<file path="src/rtl/mdu_pkg.sv">
// Shared op codes, FSM state encoding and op-class helpers for the iterative MDU.
package mdu_pkg;

  localparam logic [3:0] OP_NONE  = 4'd0;
  localparam logic [3:0] OP_MULT  = 4'd1;
  localparam logic [3:0] OP_MULTU = 4'd2;
  localparam logic [3:0] OP_DIV   = 4'd3;
  localparam logic [3:0] OP_DIVU  = 4'd4;
  localparam logic [3:0] OP_MFLO  = 4'd5;
  localparam logic [3:0] OP_MFHI  = 4'd6;
  localparam logic [3:0] OP_MTLO  = 4'd7;
  localparam logic [3:0] OP_MTHI  = 4'd8;
  localparam logic [3:0] OP_MADD  = 4'd9;
  localparam logic [3:0] OP_MADDU = 4'd10;
  localparam logic [3:0] OP_MSUB  = 4'd11;
  localparam logic [3:0] OP_MSUBU = 4'd12;

  typedef enum logic [1:0] {
    ST_IDLE = 2'd0,
    ST_MUL  = 2'd1,
    ST_DIV  = 2'd2,
    ST_FIX  = 2'd3
  } state_t;

  function automatic logic is_long_op(input logic [3:0] op);
    return (op == OP_MULT)  || (op == OP_MULTU) || (op == OP_DIV)  || (op == OP_DIVU) ||
           (op == OP_MADD)  || (op == OP_MADDU) || (op == OP_MSUB) || (op == OP_MSUBU);
  endfunction

  function automatic logic is_div_op(input logic [3:0] op);
    return (op == OP_DIV) || (op == OP_DIVU);
  endfunction

  // Ops whose operands are two's complement and need magnitude/sign handling.
  function automatic logic is_signed_op(input logic [3:0] op);
    return (op == OP_MULT) || (op == OP_DIV) || (op == OP_MADD) || (op == OP_MSUB);
  endfunction

endpackage

</file>
<file path="src/rtl/mdu_seq_core.sv">
// Radix-2 shift datapath: one multiply (shift-add) or restoring-divide bit per cycle.
module mdu_seq_core
  import mdu_pkg::*;
#(
  parameter int WIDTH = 32
) (
  input  logic               clk,
  input  logic               reset,
  input  logic               start,
  input  logic               start_div,
  input  logic               run,
  input  logic [WIDTH-1:0]   mag_a,
  input  logic [WIDTH-1:0]   mag_b,
  output logic [2*WIDTH-1:0] acc_o,
  output logic               last_o
);

  localparam int CW = $clog2(WIDTH);

  logic [2*WIDTH-1:0] acc;
  logic [WIDTH-1:0]   opnd;
  logic [CW-1:0]      cnt;
  logic               is_div;

  logic [WIDTH:0]     mul_sum;
  logic [2*WIDTH-1:0] mul_next;
  logic [WIDTH:0]     div_shift;
  logic [WIDTH:0]     div_diff;
  logic               div_ge;
  logic [WIDTH-1:0]   div_rem;
  logic [2*WIDTH-1:0] div_next;

  // acc holds {partial product, remaining multiplier} or {remainder, dividend/quotient};
  // a negative trial difference (borrow in the top bit) means the divisor did not fit.
  always_comb begin
    mul_sum   = {1'b0, acc[2*WIDTH-1:WIDTH]} + (acc[0] ? {1'b0, opnd} : '0);
    mul_next  = {mul_sum, acc[WIDTH-1:1]};
    div_shift = acc[2*WIDTH-1:WIDTH-1];
    div_diff  = div_shift - {1'b0, opnd};
    div_ge    = ~div_diff[WIDTH];
    div_rem   = div_ge ? div_diff[WIDTH-1:0] : div_shift[WIDTH-1:0];
    div_next  = {div_rem, acc[WIDTH-2:0], div_ge};
  end

  always_ff @(posedge clk) begin
    if (reset) begin
      acc    <= '0;
      opnd   <= '0;
      cnt    <= '0;
      is_div <= 1'b0;
    end else if (start) begin
      acc    <= {{WIDTH{1'b0}}, mag_a};
      opnd   <= mag_b;
      cnt    <= '0;
      is_div <= start_div;
    end else if (run) begin
      acc    <= is_div ? div_next : mul_next;
      cnt    <= cnt + CW'(1);
    end
  end

  assign acc_o  = acc;
  assign last_o = run && (cnt == CW'(WIDTH - 1));

endmodule

</file>
<file path="src/rtl/mdu_iter.sv">
// Iterative multiply/divide unit with HI/LO: op decode, accept/flush/busy, sign fix-up
// and special-case results around the mdu_seq_core datapath.
module mdu_iter
  import mdu_pkg::*;
#(
  parameter int WIDTH = 32
) (
  input  logic             clk,
  input  logic             reset,
  input  logic             valid_i,
  input  logic [3:0]       op_i,
  input  logic [WIDTH-1:0] a_i,
  input  logic [WIDTH-1:0] b_i,
  input  logic             flush_i,
  output logic             busy_o,
  output logic [WIDTH-1:0] out_o
);

  localparam logic [WIDTH-1:0] MIN_VAL = {1'b1, {(WIDTH-1){1'b0}}};

  state_t             state;
  logic [WIDTH-1:0]   hi, lo;
  logic [3:0]         op_q;
  logic               sign_a, sign_b;
  logic               div_zero, div_ovf;
  logic [WIDTH-1:0]   a_raw;

  logic               in_signed;
  logic [WIDTH-1:0]   mag_a, mag_b;
  logic               core_start, core_run, core_last;
  logic [2*WIDTH-1:0] core_acc;

  logic [2*WIDTH-1:0] prod;
  logic [WIDTH-1:0]   quo_s, rem_s;
  logic [2*WIDTH-1:0] result;

  assign in_signed  = is_signed_op(op_i);
  assign mag_a      = (in_signed && a_i[WIDTH-1]) ? -a_i : a_i;
  assign mag_b      = (in_signed && b_i[WIDTH-1]) ? -b_i : b_i;
  assign core_start = (state == ST_IDLE) && valid_i && !flush_i && is_long_op(op_i);
  assign core_run   = (state == ST_MUL) || (state == ST_DIV);

  mdu_seq_core #(.WIDTH(WIDTH)) u_core (
    .clk       (clk),
    .reset     (reset),
    .start     (core_start),
    .start_div (is_div_op(op_i)),
    .run       (core_run),
    .mag_a     (mag_a),
    .mag_b     (mag_b),
    .acc_o     (core_acc),
    .last_o    (core_last)
  );

  // HI/LO cannot change while busy, so the live registers equal the values at accept.
  always_comb begin
    prod  = (sign_a ^ sign_b) ? -core_acc : core_acc;
    quo_s = (sign_a ^ sign_b) ? -core_acc[WIDTH-1:0] : core_acc[WIDTH-1:0];
    rem_s = sign_a ? -core_acc[2*WIDTH-1:WIDTH] : core_acc[2*WIDTH-1:WIDTH];
    result = {hi, lo};
    case (op_q)
      OP_MULT, OP_MULTU: result = prod;
      OP_MADD, OP_MADDU: result = {hi, lo} + prod;
      OP_MSUB, OP_MSUBU: result = {hi, lo} - prod;
      OP_DIV, OP_DIVU: begin
        if (div_zero)     result = {a_raw, {WIDTH{1'b1}}};
        else if (div_ovf) result = {{WIDTH{1'b0}}, MIN_VAL};
        else              result = {rem_s, quo_s};
      end
      default: result = {hi, lo};
    endcase
  end

  // Flush wins over everything but reset and drops any op presented alongside it.
  always_ff @(posedge clk) begin
    if (reset) begin
      state    <= ST_IDLE;
      hi       <= '0;
      lo       <= '0;
      op_q     <= OP_NONE;
      sign_a   <= 1'b0;
      sign_b   <= 1'b0;
      div_zero <= 1'b0;
      div_ovf  <= 1'b0;
      a_raw    <= '0;
    end else if (flush_i) begin
      state <= ST_IDLE;
    end else begin
      case (state)
        ST_IDLE: begin
          if (valid_i) begin
            if (op_i == OP_MTHI) begin
              hi <= a_i;
            end else if (op_i == OP_MTLO) begin
              lo <= a_i;
            end else if (is_long_op(op_i)) begin
              op_q     <= op_i;
              sign_a   <= in_signed && a_i[WIDTH-1];
              sign_b   <= in_signed && b_i[WIDTH-1];
              div_zero <= (b_i == '0);
              div_ovf  <= in_signed && (a_i == MIN_VAL) && (b_i == {WIDTH{1'b1}});
              a_raw    <= a_i;
              state    <= is_div_op(op_i) ? ST_DIV : ST_MUL;
            end
          end
        end
        ST_MUL, ST_DIV: begin
          if (core_last) state <= ST_FIX;
        end
        ST_FIX: begin
          hi    <= result[2*WIDTH-1:WIDTH];
          lo    <= result[WIDTH-1:0];
          state <= ST_IDLE;
        end
        default: state <= ST_IDLE;
      endcase
    end
  end

  assign busy_o = (state != ST_IDLE) || (valid_i && is_long_op(op_i));
  assign out_o  = (op_i == OP_MFHI) ? hi : lo;

endmodule

</file>
<file path="config.mk">
export PLATFORM = sky130hd
export DESIGN_NAME = mdu_iter
export DESIGN_NICKNAME = d
export VERILOG_FILES = /design/src/rtl/mdu_pkg.sv /design/src/rtl/mdu_seq_core.sv /design/src/rtl/mdu_iter.sv
export SDC_FILE = /design/constraint.sdc
export NUM_CORES = 1
export LEC_CHECK = 0
export CAP_MARGIN = 20
export CORE_AREA = 3 3 216 218
export CTS_CLUSTER_DIAMETER = 200
export DETAILED_ROUTE_END_ITERATION = 8
export DIE_AREA = 0 0 219 221
export PLACE_DENSITY = 0.69
export SYNTH_ARGS = -nofsm -noshare
export SYNTH_HDL_FRONTEND = slang
export SYNTH_SLANG_ARGS = --single-unit
export TNS_END_PERCENT = 1
</file>
<file path="constraint.sdc">
create_clock -name clk -period 9.2 [get_ports clk]
set_clock_uncertainty 0.1 [all_clocks]
set_input_delay 0.92 -clock clk [delete_from_list [all_inputs] [get_ports clk]]
set_output_delay 0.92 -clock clk [all_outputs]
set_load 0.02 [all_outputs]
</file>
# Yosys cells after proc, flatten, opt, wreduce, memory -nomap -nowiden
# Index checks and enable logic that the tools add are counted.
# word_totals
reg_bits	208
in_bits	72
word_cells	129
# op_classes
n_addsub	10
eq_ne	33
n_mux	28
bitwise_logic	5
n_reduce_logical	39
# ops
cell	count
two-way mux 32 bit	14
two-way mux 64 bit	4
one-hot mux 64 bit (4 select lines)	1
negation 32 bit	4
one-hot mux 32 bit (2 select lines)	2
adder 64 bit	1
== test 32 bit (second input constant)	2
negation 64 bit	1
subtractor 64 bit	1
== test 4 bit (second input constant)	9
adder 32 x 32 -> 33 bit	1
subtractor 33 x 32 -> 33 bit	1
logical NOT 32 bit	1
== test 4 x 2 -> 1 bit (second input constant)	4
== test 4 x 3 -> 1 bit (second input constant)	4
OR reduction 2 bit	7
logical OR 1 bit	13
two-way mux 2 bit	6
AND reduction 6 bit	2
AND reduction 5 bit	2
logical AND 1 bit	9
== test 4 x 1 -> 1 bit (second input constant)	2
!= test 2 bit (second input constant)	4
!= test 2 x 1 -> 1 bit (second input constant)	3
other kinds (11)	17

# Logic depth before layout (Yosys ltp)
# logic_depth
depth_word	13
mapped_depth	29
depth_no_buf	27

# Hierarchy
# From an unflattened synthesis, not the netlist that was laid out.
# hier_totals
hier_cells	3186
hier_area_um2	23213.5
# by_module_without_submodules
mod	instances	cells_each	area_each_um2	seq_area_each_um2
mdu_iter	1	2102	14804.2	2122.0
mdu_seq_core	1	1084	8409.3	2042.0

# Worst setup path after synthesis
# Ideal clock, no wire load.
# synth_timing
path_kind	register -> register
from	reg u_core.acc[0] (netlist: u_core.acc_o[0])
to	reg hi[24]
setup_ns	0.101
arrival_ns	6.720
t_required_ns	8.999
slack_ns	2.279
path_stages_with_launch	27
n_path_buf	3
synth_period_minus_slack_ns	6.921
path_cell_list	dfxtp_1 -> buf_2 -> inv_1 -> clkbuf_1 -> ha_1 -> or4b_2 -> or4_1 -> mux2_2 -> o22ai_1 -> nand3b_1 -> nor2b_1 -> or3b_2 -> o21ai_0 -> xor2_1 -> ha_1 -> clkbuf_1 -> a21o_1 -> a21oi_1 -> o21ai_0 -> a211o_1 -> nor3_1 -> a211oi_1 -> o311ai_0 -> a21oi_1 -> nor2_1 -> mux2i_1 -> o41ai_1
# synth_via
elab_chain_len	5
# synth_rtl
element	line	text
start: declaration	mdu_seq_core.sv:20	logic [2*WIDTH-1:0] acc;
start signal: assignment	mdu_seq_core.sv:52	acc <= {{WIDTH{1'b0}}, mag_a};
start signal: assignment	mdu_seq_core.sv:57	acc <= is_div ? div_next : mul_next;
negation 64 bit	mdu_iter.sv:57	prod = (sign_a ^ sign_b) ? -core_acc : core_acc;
two-way mux 64 bit *	mdu_iter.sv:57	
subtractor 64 bit or adder 64 bit (tied branches)	mdu_iter.sv:64, mdu_iter.sv:63	
one-hot mux 64 bit (4 select lines) *	mdu_iter.sv:61	case (op_q)
one-hot mux 32 bit (2 select lines) *	mdu_iter.sv:89	case (state)
end signal: assignment	mdu_iter.sv:93	hi <= a_i;
end signal: assignment	mdu_iter.sv:111	hi <= result[2*WIDTH-1:WIDTH];
end: declaration	mdu_iter.sv:22	logic [WIDTH-1:0] hi, lo;
# Mark *: on every way between the ends. The rest lies on a longest branch, timed or not.
# A chain may end at the register's enable or synchronous reset.

# Worst setup path after layout
# layout_timing
from	reg u_core.acc[0] (netlist: u_core.acc_o[0])
to	reg hi[8]
# The elaborated chain is that of the path after synthesis.

==> results by group <==
Floorplanning
  • Die X: 219 um
  • Core area: 45,100 um2
  • DIE HEIGHT: 221 um
  • Die area: 48,400 um2
  • I/O pins: 105
  • # rows: 78
  • Starting Density: 49.6%

Worst hold path
  • Worst hold path cell count: 2
  • Worst Hold Class: reg -> reg

STA
  • Setup-failing EPs final: 0
  • Period minus WS final: 8.21 ns
  • Setup TNS: 0 ns
  • RSZ-0062 raised after global routing: false
  • Period Utilization, post-route: 89.2%
  • F_max: 0.122 GHz
  • Final hold viol count: 0
  • Worst rel slew slack: 18.8%
  • Slew @ Worst Pin: 1.20 ns
  • Pins Over Slew Limit: 0

Final layout
  • Most frequent cells in the layout: 321 x nand2_1, 314 x nor2_1, 292 x a21oi_1
  • Non-filler cells, final: 3,672
  • Nets: 3,261
  • Most common cell after layout, fill and taps aside: nand2_1
  • Ratio of cells with drive above 1 in the final layout: 5.70%
  • Fillers: 4,433
  • Layout area overhead: 9.65%

Global routing
  • Pin count of the biggest net entering global routing: 91
  • Overall Global Routing Usage: 36.2%
  • First-pass GRT wire length: 137 mm
  • Antenna violations before repair: 3
  • GRT overflow: 0
  • Vias in the first global route: 22,694

Yosys
  • Async S/R FF share, synth: 0%
  • Synth Area per Inst: 7.18 um2
  • Number of synthesized flops with an enable pin: 0
  • Post-synth top area share: 18.6%
  • Synth area leaders: dfxtp_1 19%, ha_1 7.7%, xnor2_1 6.7%
  • Cell Area, Synth: 22,400 um2
  • Synth unique cells: 83
  • Yosys warnings: 0
  • Register area share after synthesis: 18.6%
  • Register bit total from synthesis: 208
  • Post-synth top flop: dfxtp_1
  • Largest area contributor in the netlist: dfxtp_1
  • Post-Syn Nets: 3,329
  • Synth Instances: 3,116

Clock tree
  • Clk root buf: clkbuf_16
  • Hold Buf Count CTS: 0
  • Reg clk slew, reported paths: 0.06 ns
  • Bufs on Longest Clock Path: 3
  • CTS tree: built
  • CTS buffer count: 28
  • Num Clock Sinks: 208
  • CTS HTree Levels: 1
  • Skew-Pair Late Insertion Delay: 0.57 ns

Worst setup path
  • Max stage delay on crit path: 0.70 ns
  • CP max stage cell: or4b_2
  • Crit Path Class: reg -> reg
  • CP Depth: 24
  • Worst reg2reg path depth: 24
  • Worst path bufs/invs: 2
  • R2R setup slack: 0.99 ns
  • Crit-path max FO: 33
  • Family with the most delay on the worst path: simple AND/OR/NAND/NOR gates
  • Cells along the critical path: inv_1 -> buf_4 -> ha_1 -> or4b_2 -> nor3_1 -> a21oi_1 -> xnor2_1 -> nand4b_4 -> or4b_4 -> a21oi_1 -> nor2_1 -> xnor2_1 -> ha_1 -> nand4_1 -> nor2_1 -> nand4_1 -> nor2b_1 -> nor3_1 -> o31ai_1 -> a31oi_1 -> xnor2_1 -> a221oi_1 -> or3_1 -> a21oi_1
  • CP arrival: 8.59 ns
  • CP required: 9.59 ns
  • Startpoint types: flip-flop
  • CP Capture Type: flip-flop

Place
  • Dpl hpwl: 69.8 mm
  • Post-Place Cells: 3,618
  • Routability-driven placement congestion ratio: 1.05
  • Port bufs: 104

Outcome
  • Status: finished clean

Power
  • Leak: 9.44 nW
  • Pwr dens: 143 nW/um2
  • VDD IR-drop max: 0.140 mV

Routing
  • Final antenna-violating net count: 0
  • DRT Pass-1 Iters: 6
  • Residual DRC: 0
  • Vias: 24,173
  • Final WL: 90.7 mm
  • DRT iter0 DRCs: 2,936
  • Vias per inst: 6.58
  • Avg WL per Cell: 24.7 um

Flow run
  • Max-cap viol count: 0
-- state kept, by name (all words and copies together) (netlist names) --
signal and count:
sign_b 1, a_raw 32, lo 32, u_core.acc_o 64, hi 32, sign_a 1, div_ovf 1, u_core.is_div 1
u_core.cnt 5, op_q 4, state 2, u_core.opnd 32, div_zero 1
-- Yosys cell counts (all sizes together), types with 29 or more instances --
master and instances:
xor2 154, a21oi 293, nand2b 34, nand4 43, o221ai 31, nor3 86, dfxtp 208, o31ai 35
mux2 36, o21ai 181, nor2 315, ha 138, xnor2 172, clkbuf 221, and3 34, a211oi 103
a31oi 51, or3 34, mux2i 42, a21o 80, o211ai 29, nand3 42, inv 81, nand2 321
-- worst register-to-register path: stages, from the launching register on --
cell and delay [ns]:
dfxtp_1 0.43, inv_1 0.09, buf_4 0.34, ha_1 0.30, or4b_2 0.70, nor3_1 0.51, a21oi_1 0.17, xnor2_1 0.57
nand4b_4 0.19, or4b_4 0.66, a21oi_1 0.17, nor2_1 0.07, xnor2_1 0.15, ha_1 0.46, nand4_1 0.20, nor2_1 0.32
nand4_1 0.21, nor2b_1 0.39, nor3_1 0.25, o31ai_1 0.62, a31oi_1 0.36, xnor2_1 0.26, a221oi_1 0.09, or3_1 0.37
a21oi_1 0.13
-- cells by family after synthesis --
group | after synthesis | synth area share [%]
xor gates and xnor gates | 326 | 12.8
AOI/OAI and AO/OA | 996 | 29.1
buffers and inverters | 320 | 5.47
adders and majority gates | 141 | 7.98
and+or+nand+nor | 1047 | 22.3
muxes | 78 | 3.69
DFF | 208 | 18.6
-- through the flow --
step	util [%]	setup WS, ns	cell area [um2]	hold WS, ns	total power [mW]
floorplan	-	2.28	22400	0.332	1.96
global placement	52.3	0.975	23600	0.340	2.33
detailed placement	52.3	0.915	23600	0.344	2.35
CTS	54.4	0.898	24500	0.352	3.47
global route	54.4	0.360	24500	0.369	3.67
finish	54.4	0.993	24500	0.355	3.50
-- area by class of cell --
cell class,count,area (um2),area share (%)
antenna,2,5.00,0.0204
inverter,82,308,1.25
timing repair buffer,140,1310,5.35
tap,600,751,3.06
multi-input combinational,2588,17000,69.5
clock buffer,39,813,3.31
sequential,208,4170,17.0
clock inverter,13,130,0.530
-- what timing repair did --
| action | 4_1_cts | 5_1_grt |
|---|---|---|
| buffers inserted | 0 | 0 |
| setup endpoints to repair | 0 | 1 |
| resized for setup | 0 | 1 |
-- layer usage --
layer | track usage (%) | routed length (um)
met1 | 47.4 | 36700
met2 | 57.0 | 40100
met5 | 0 | 27
met4 | 19.0 | 5610
met3 | 5.81 | 8200
-- path summary, 6_finish.rpt --
kind,startpoint,endpoint
setup / recovery,u_core.acc_o[0],hi[8]
hold / removal,lo[0],lo[0]
setup reg to reg,u_core.acc_o[0],hi[8]
hold reg to reg,lo[0],lo[0]
-- report_power, final --
part	switching, mW	leakage (nW)	internal (mW)
combinational	0.876	7.29	0.496
clock	0.453	0.460	0.671
sequential	0.0673	1.69	0.939
(Power assumes the default switching activity.)
